**src/rtl/mem_port_arbiter.sv**
```systemverilog
// mem_port_arbiter
// Shares one single-ported RAM between instruction fetch (IF) and the data
// stage (MEM). Each RAM access is a ce/ready transaction. Completion is
// signalled to the winning requester with a one-cycle ack. MEM has fixed
// priority; a starvation counter forces fetch to win after STARVE_MAX
// consecutive losses.
//
// state     | meaning
// ----------+--------------------------------------------------------------
// S_IDLE    | no RAM access in flight; arbitrate on the next edge
// S_BUS_IF  | fetch access in flight; ram_* held until ram_ready_i
// S_BUS_MEM | load/store access in flight; ram_* held until ram_ready_i
// S_DONE    | ack cycle; no arbitration so the requester can drop its request
module mem_port_arbiter #(
    parameter int ADDR_W     = 32,
    parameter int DATA_W     = 32,
    parameter int STARVE_MAX = 4
) (
    input  logic              clk,
    input  logic              rst,

    input  logic              if_req_i,
    input  logic [ADDR_W-1:0] if_addr_i,
    output logic [DATA_W-1:0] if_inst_o,
    output logic              if_ack_o,

    input  logic              mem_read_i,
    input  logic              mem_write_i,
    input  logic [ADDR_W-1:0] mem_addr_i,
    input  logic [DATA_W-1:0] mem_wdata_i,
    output logic [DATA_W-1:0] mem_rdata_o,
    output logic              mem_ack_o,

    output logic              stall_if_o,
    output logic              stall_mem_o,

    output logic              ram_ce_o,
    output logic              ram_we_o,
    output logic [ADDR_W-1:0] ram_addr_o,
    output logic [DATA_W-1:0] ram_wdata_o,
    input  logic [DATA_W-1:0] ram_rdata_i,
    input  logic              ram_ready_i
);

    typedef enum logic [1:0] {
        S_IDLE    = 2'd0,
        S_BUS_IF  = 2'd1,
        S_BUS_MEM = 2'd2,
        S_DONE    = 2'd3
    } state_t;

    localparam logic [3:0] LP_STARVE_MAX = 4'(STARVE_MAX);

    state_t            r_state;
    state_t            w_state_nxt;

    logic [3:0]        r_starve;
    logic              r_ram_ce;
    logic              r_ram_we;
    logic [ADDR_W-1:0] r_ram_addr;
    logic [DATA_W-1:0] r_ram_wdata;
    logic [DATA_W-1:0] r_if_inst;
    logic [DATA_W-1:0] r_mem_rdata;
    logic              r_if_ack;
    logic              r_mem_ack;

    logic [3:0]        w_starve_nxt;
    logic              w_ram_ce_nxt;
    logic              w_ram_we_nxt;
    logic [ADDR_W-1:0] w_ram_addr_nxt;
    logic [DATA_W-1:0] w_ram_wdata_nxt;
    logic [DATA_W-1:0] w_if_inst_nxt;
    logic [DATA_W-1:0] w_mem_rdata_nxt;
    logic              w_if_ack_nxt;
    logic              w_mem_ack_nxt;

    logic              w_if_pend;
    logic              w_mem_pend;
    logic              w_grant_mem;
    logic              w_grant_if;

    assign w_if_pend  = if_req_i;
    assign w_mem_pend = mem_read_i | mem_write_i;

    // MEM wins unless fetch has lost STARVE_MAX times in a row.
    assign w_grant_mem = w_mem_pend && ((r_starve < LP_STARVE_MAX) || !w_if_pend);
    assign w_grant_if  = w_if_pend  && (!w_mem_pend || (r_starve == LP_STARVE_MAX));

    // State register.
    always_ff @(posedge clk) begin
        if (rst) begin
            r_state <= S_IDLE;
        end else begin
            r_state <= w_state_nxt;
        end
    end

    // Next-state decode: arbitrate in IDLE, wait for ready on the bus, one ack cycle.
    always_comb begin
        w_state_nxt = r_state;
        case (r_state)
            S_IDLE: begin
                if (w_grant_mem) begin
                    w_state_nxt = S_BUS_MEM;
                end else if (w_grant_if) begin
                    w_state_nxt = S_BUS_IF;
                end
            end
            S_BUS_IF, S_BUS_MEM: begin
                if (ram_ready_i) begin
                    w_state_nxt = S_DONE;
                end
            end
            S_DONE: begin
                w_state_nxt = S_IDLE;
            end
            default: begin
                w_state_nxt = S_IDLE;
            end
        endcase
    end

    // Output decode: next values of the registered RAM bus, result and ack registers.
    always_comb begin
        w_starve_nxt    = r_starve;
        w_ram_ce_nxt    = r_ram_ce;
        w_ram_we_nxt    = r_ram_we;
        w_ram_addr_nxt  = r_ram_addr;
        w_ram_wdata_nxt = r_ram_wdata;
        w_if_inst_nxt   = r_if_inst;
        w_mem_rdata_nxt = r_mem_rdata;
        w_if_ack_nxt    = 1'b0;
        w_mem_ack_nxt   = 1'b0;
        case (r_state)
            S_IDLE: begin
                if (w_grant_mem) begin
                    w_ram_ce_nxt    = 1'b1;
                    // read and write together is treated as a store
                    w_ram_we_nxt    = mem_write_i;
                    w_ram_addr_nxt  = mem_addr_i;
                    w_ram_wdata_nxt = mem_wdata_i;
                    if (w_if_pend && (r_starve < LP_STARVE_MAX)) begin
                        w_starve_nxt = r_starve + 4'd1;
                    end
                end else if (w_grant_if) begin
                    w_ram_ce_nxt   = 1'b1;
                    w_ram_we_nxt   = 1'b0;
                    w_ram_addr_nxt = if_addr_i;
                    w_starve_nxt   = 4'd0;
                end
            end
            S_BUS_IF: begin
                if (ram_ready_i) begin
                    w_ram_ce_nxt  = 1'b0;
                    w_ram_we_nxt  = 1'b0;
                    w_if_inst_nxt = ram_rdata_i;
                    w_if_ack_nxt  = 1'b1;
                end
            end
            S_BUS_MEM: begin
                if (ram_ready_i) begin
                    w_ram_ce_nxt  = 1'b0;
                    w_ram_we_nxt  = 1'b0;
                    // stores leave the last load result untouched
                    if (!r_ram_we) begin
                        w_mem_rdata_nxt = ram_rdata_i;
                    end
                    w_mem_ack_nxt = 1'b1;
                end
            end
            default: begin
            end
        endcase
    end

    // Datapath registers; reset aborts any in-flight access without an ack.
    always_ff @(posedge clk) begin
        if (rst) begin
            r_starve    <= 4'd0;
            r_ram_ce    <= 1'b0;
            r_ram_we    <= 1'b0;
            r_ram_addr  <= '0;
            r_ram_wdata <= '0;
            r_if_inst   <= '0;
            r_mem_rdata <= '0;
            r_if_ack    <= 1'b0;
            r_mem_ack   <= 1'b0;
        end else begin
            r_starve    <= w_starve_nxt;
            r_ram_ce    <= w_ram_ce_nxt;
            r_ram_we    <= w_ram_we_nxt;
            r_ram_addr  <= w_ram_addr_nxt;
            r_ram_wdata <= w_ram_wdata_nxt;
            r_if_inst   <= w_if_inst_nxt;
            r_mem_rdata <= w_mem_rdata_nxt;
            r_if_ack    <= w_if_ack_nxt;
            r_mem_ack   <= w_mem_ack_nxt;
        end
    end

    assign ram_ce_o    = r_ram_ce;
    assign ram_we_o    = r_ram_we;
    assign ram_addr_o  = r_ram_addr;
    assign ram_wdata_o = r_ram_wdata;
    assign if_inst_o   = r_if_inst;
    assign mem_rdata_o = r_mem_rdata;
    assign if_ack_o    = r_if_ack;
    assign mem_ack_o   = r_mem_ack;

    assign stall_if_o  = if_req_i & ~r_if_ack;
    assign stall_mem_o = w_mem_pend & ~r_mem_ack;

endmodule
```
**config.mk**
```make
export PLATFORM = sky130hd
export DESIGN_NAME = mem_port_arbiter
export DESIGN_NICKNAME = d
export VERILOG_FILES = /design/src/rtl/mem_port_arbiter.sv
export SDC_FILE = /design/constraint.sdc
export NUM_CORES = 1
export LEC_CHECK = 0
export ABC_AREA = 1
export ABC_CLOCK_PERIOD_IN_PS = 2620
export CELL_PAD_IN_SITES_DETAIL_PLACEMENT = 0
export CELL_PAD_IN_SITES_GLOBAL_PLACEMENT = 2
export CORE_MARGIN = 5
export CORE_UTILIZATION = 22
export CTS_CLUSTER_DIAMETER = 120
export DETAILED_ROUTE_END_ITERATION = 10
export HOLD_SLACK_MARGIN = 0.02
export MAX_ROUTING_LAYER = met4
export PLACE_DENSITY = 0.91
export SYNTH_ARGS = -nofsm -noshare
export SYNTH_HDL_FRONTEND = slang
export SYNTH_SLANG_ARGS = --single-unit
```
**constraint.sdc**
```tcl
create_clock -name clk -period 2.62 [get_ports clk]
set_clock_uncertainty 0.2 [all_clocks]
set_input_delay 0.262 -clock clk [delete_from_list [all_inputs] [get_ports clk]]
set_output_delay 0.262 -clock clk [all_outputs]
set_load 0.02 [all_outputs]
```
* Word-level counts from Yosys, hierarchy flattened
Index checks and enable logic that the tools add are counted.
Word-level totals: register bits after elaboration 138, bits of input ports 134, output and inout bits 134, logic and storage cells 64
Operators by class: add/subtract/negate cells 1, order comparisons 1, eq/ne operators 7, mux-type cells 17, bitwise operators 8, reduce and logical (&&, ||, !) cells 20
Operators with widths (number):
- 32-bit two-way mux | 2
- 4-bit two-way mux | 3
- 3-bit AND reduction | 3
- 2-bit AND reduction | 4
- 1-bit two-way mux | 6
- 2-bit two-way mux | 3
- 2-bit case mux with 3 select lines | 1
- 2-bit OR reduction | 3
- 1-bit inverter | 5
- 4-bit by 1-bit adder with 4-bit output (second input constant) | 1
- 2-bit equality test (second input constant) | 2
- 4-bit by 3-bit equality test with 1-bit output (second input constant) | 1
- 4-bit by 3-bit < comparator with 1-bit output (second input constant) | 1
- 2-bit by 1-bit != test with 1-bit output (second input constant) | 2
- 1-bit case mux with 2 select lines | 2
- 2-bit nonzero test | 2
- 1-bit logical AND | 3
- 3-bit != test (second input constant) | 1
- 1-bit bitwise AND | 2
- 2-bit by 1-bit equality test with 1-bit output (second input constant) | 1
- 1-bit logical NOT | 2
- 2-bit logical NOT | 1
- 1-bit logical OR | 2
- 1-bit OR | 1

* Longest topological paths before layout
depth after elaboration 7, mapped depth 11, mapped depth without buffers 10

* Least setup slack after synthesis
No wires, ideal clock.
path type register -> register, start register r_state[0], end register r_ram_we, in the netlist ram_we_o, arrival time 1.301 ns, data required time 2.307 ns, setup slack 1.006 ns, stages on the path, launching flop included 9, path buffers 0, clock period less this slack 1.614 ns, cells stage by stage dfxtp_1 inv_1 ha_1 inv_1 or2_2 nand3_1 nand2_1 nand2_1 nor2_1
On the way: cells in the longest elaborated chain, start to end 4, elaborated cells on any way between the ends 9, classes of those cells 4 x eq/ne; 1 x mux; 4 x reduce/logical
RTL lines:
- from (decl) | RTL line 54 | state_t r_state;
- from (signal assigned) | RTL line 94 | r_state <= w_state_nxt;
- 2-bit equality test / 2-bit by 1-bit equality test with 1-bit output (equally long branches) | RTL line 134 | case (r_state)
- 2-bit OR reduction (no source line)
- 2-bit by 1-bit != test with 1-bit output (no source line) / 2-bit nonzero test (equally long branches)
- 3-bit AND reduction (no source line)
- to (signal assigned) | RTL line 191 | r_ram_we <= w_ram_we_nxt;
- to (decl) | RTL line 59 | logic r_ram_we;
Several ways; a longest one is shown, not always the timed one. A chain may end at the register's enable or synchronous reset.

* Worst setup path in the final report
start input if_req_i, end output stall_if_o
On the way: cells in the longest elaborated chain, start to end 1
RTL lines:
- from (decl) | RTL line 22 | input logic if_req_i,
- 1-bit bitwise AND | RTL line 210 | assign stall_if_o = if_req_i & ~r_if_ack;
- to (decl) | RTL line 34 | output logic stall_if_o,
Every way passes these cells.

==> summary.md <==
| Metric | Value |
|---|---|
| Outcome | `finished, final reports clean` |
| Count of cell types in the netlist | `22` |
| Power Total | `8826 uW` |
| Flops & latches, synth | `138` |
| Leakage | `0.003641 uW` |
| Area contributors post-synth | `dfxtp_1, nor2_1, nand2_1` |
| Site Rows | `57` |
| CTS tree | `yes` |
| Total global routing overflow | `0` |
| Reg2Reg Setup Slack | `0.67 ns` |
| Die H | `approximately 170 um` |
| Achievable frequency | `482.7 MHz` |
| Die X | `~170 um` |
| Fin worst setup slack | `0.5483 ns` |
| Max Used Layer | `met4` |
| Max-Cap Viols | `0` |
| I/O pin total | `between 200 and 300` |
| Peak supply drop | `506.9 uV` |
| Minimum clock period | `2.072 ns` |
| Clk slew on worst S/H paths | `approximately 0.06 ns` |
| Synth Area per Inst | `7.263 um^2` |
| Reg2reg start | `r_starve[0]` |
| Avg WL per Cell | `roughly 15 um` |
| Reg2reg end | `r_starve[0]` |
| GRT Total Usage | `between 10% and 20%` |
| CP Data Arrival Time | `1.61 ns` |
| Max-slew violations | `0` |
| Post_cts resized | `0` |
| Antenna cells | `0` |
| Clock latency on the worst-skew pair | `0.40 ns` |
| Antenna violations before repair | `0` |
| Yosys synthesis warning count | `0` |
| Setup tns final | `0 ns` |
| First-pass GRT wire length | `31120 um` |
| Die area | `27760 um^2` |
| Nets | `1131` |
| Initial Util | `approximately 22%` |
| Synth Cell Area | `between 5000 and 6000 um^2` |
| Met3 wire length | `1363 um` |
| Final HPWL DP | `13660 um` |
| Area Overhead vs Synth | `66.77%` |
| Post-Route M1 WL | `8905 um` |
| Core ar. | `24250 um^2` |
| DRT Pass-1 Iters | `4` |
| Tcrit/Tclk final | `roughly four fifths` |
| Share of post-route cells with drive strength above 1 | `5.085%` |
| Cells after synthesis | `about 740` |
| H-tree depth | `4` |
| Initial DRC Count | `around 240` |
| Worst path required time | `between 2 and 2.5 ns` |
| Seq/Total Area, Yosys | `51.19%` |
| RD Place Congestion | `between 0.7 and 0.8` |
| R2R depth | `10` |
| Fin. Hold Viols | `0` |
| Clk root buf | `clkbuf_16` |
| Critical Path End | `stall_if_o` |
| HP Start | `mem_wdata_i[20]` |
| Final WL | `~19000 um` |
| CTS Buf Count | `17` |
| Port Buffers | `267` |
| Met2 wire len | `approximately 9000 um` |
| Via Count | `5508` |
| Clk sinks | `138` |
| # Post-CTS Setup Buffers | `0` |
| Crit Path Class | `input pin to primary output` |
| Slew HR | `52.07%` |
| Vias in the first global route | `5525` |
| Crit end category | `primary output` |
| Pwr dens | `980.7 nW/um^2` |
| Worst-Margin Slew | `0.7179 ns` |
| Critical path origin | `if_req_i` |
| CTS Buffer Depth | `2` |
| Pre-CTS setup slack | `0.1922 ns` |
| Setup violations, final | `0` |
| Unrepaired setup endpoints after global routing | `no` |
| Largest net degree at the start of global routing | `66` |
| Post-synth top area share | `around half` |
| # DRC | `0` |
| Critical path fanouts, max | `3` |
| Vias per inst | `4.151` |
| Area leader, netlist | `dfxtp_1` |
| Mapped Nets | `883` |
| HP Class | `input pin to register` |
| Cts hold-fix bufs | `0` |
| Setup crit start kind | `input pin` |
| ANT nets after route | `0` |
==> cells by family (layout without fill, tap and decap cells) <==
group / count (synthesis) / count (layout) / share of synthesized area [%]
buf+inv: 66 / 326 / 5.657
fa+ha+maj: 6 / 6 / 1.391
simple gates: 395 / 395 / 28.89
flops: 138 / 138 / 51.19
compound gates: 138 / 138 / 12.87
==> cell usage in the layout (no fill, tap or decap), drive strengths merged <==
| master | n |
|---|---|
| nor2 | 200 |
| clkdlybuf4s50 | 267 |
| nand3 | 40 |
| inv | 16 |
| a21oi | 38 |
| o21ai | 100 |
| clkbuf | 20 |
| buf | 11 |
| nor3 | 1 |
| clkinv | 6 |
| or2 | 2 |
| ha | 6 |
| dfxtp | 138 |
| nand2 | 150 |
| bufinv | 6 |
| nand4 | 2 |
==> power breakdown <==
| part | leakage (uW) | total [uW] | internal [uW] | switching [uW] |
|---|---|---|---|---|
| clock network | 0.000318 | 2710 | 1790 | 925 |
| logic | 0.00219 | 3280 | 1400 | 1880 |
| registers | 0.00113 | 2840 | 2590 | 247 |
| total | 0.00364 | 8830 | 5780 | 3050 |
==> flip-flops by register name, indices dropped and copies added (netlist names) <==
register,count
if_ack_o,1
if_inst_o,32
mem_ack_o,1
mem_rdata_o,32
r_starve,4
r_state,2
ram_addr_o,32
ram_ce_o,1
ram_wdata_o,32
ram_we_o,1
==> area by class of cell <==
class                   count  area, um^2
clock inverters            11       220.2
clock buffers              20       436.7
well taps                 324       405.4
multi-input cells         539        2331
fillers                  2548       15250
flip-flops and latches    138        2763
inverters                  17       63.81
repair buffers            278        2780
==> per-stage QoR <==
stage	utilization, %	area (um^2)	cells	hold WS [ns]
finish	37.12	9000	1327	0.2321
global route	37.12	9000	1327	0.2126
CTS	37.12	9000	1327	0.1984
detailed placement	34.41	8343	1296	0.2541
global placement	34.41	8343	1296	0.2482
floorplan	-	5396	743	0.1969
==> Yosys cell counts, drive strengths merged <==
library cell  instances
nand3                40
inv                  16
nand4                 2
buf                  21
dfxtp               138
ha                    6
nor3                  1
a21oi                38
nand2               150
clkbuf               28
nor2                200
o21ai               100
or2                   2
clkinv                1
==> metal layers <==
layer	GRT usage, %	up-vias
met4	3.166	0
met5	-	-
li1	-	2872
met3	5.143	14
met1	17.45	2438
met2	22.69	184
==> worst max-delay path, stage by stage <==
cell	delay [ns]
clkdlybuf4s50_1	0.51
inv_1	0.07
nor2_1	0.11
clkdlybuf4s50_1	0.65
==> worst min-delay path by stage <==
stage | depth (start not counted) | slack (ns) | to
3_3_place_gp | 2 | 0.25 | ram_wdata_o[26]
6_report | 3 | 0.23 | ram_wdata_o[20]
4_1_cts | 3 | 0.20 | ram_wdata_o[21]
3_5_place_dp | 2 | 0.25 | ram_wdata_o[17]
2_1_floorplan | 2 | 0.20 | mem_rdata_o[0]
5_1_grt | 3 | 0.21 | ram_wdata_o[14]
Power figures use the tool's default switching activity.
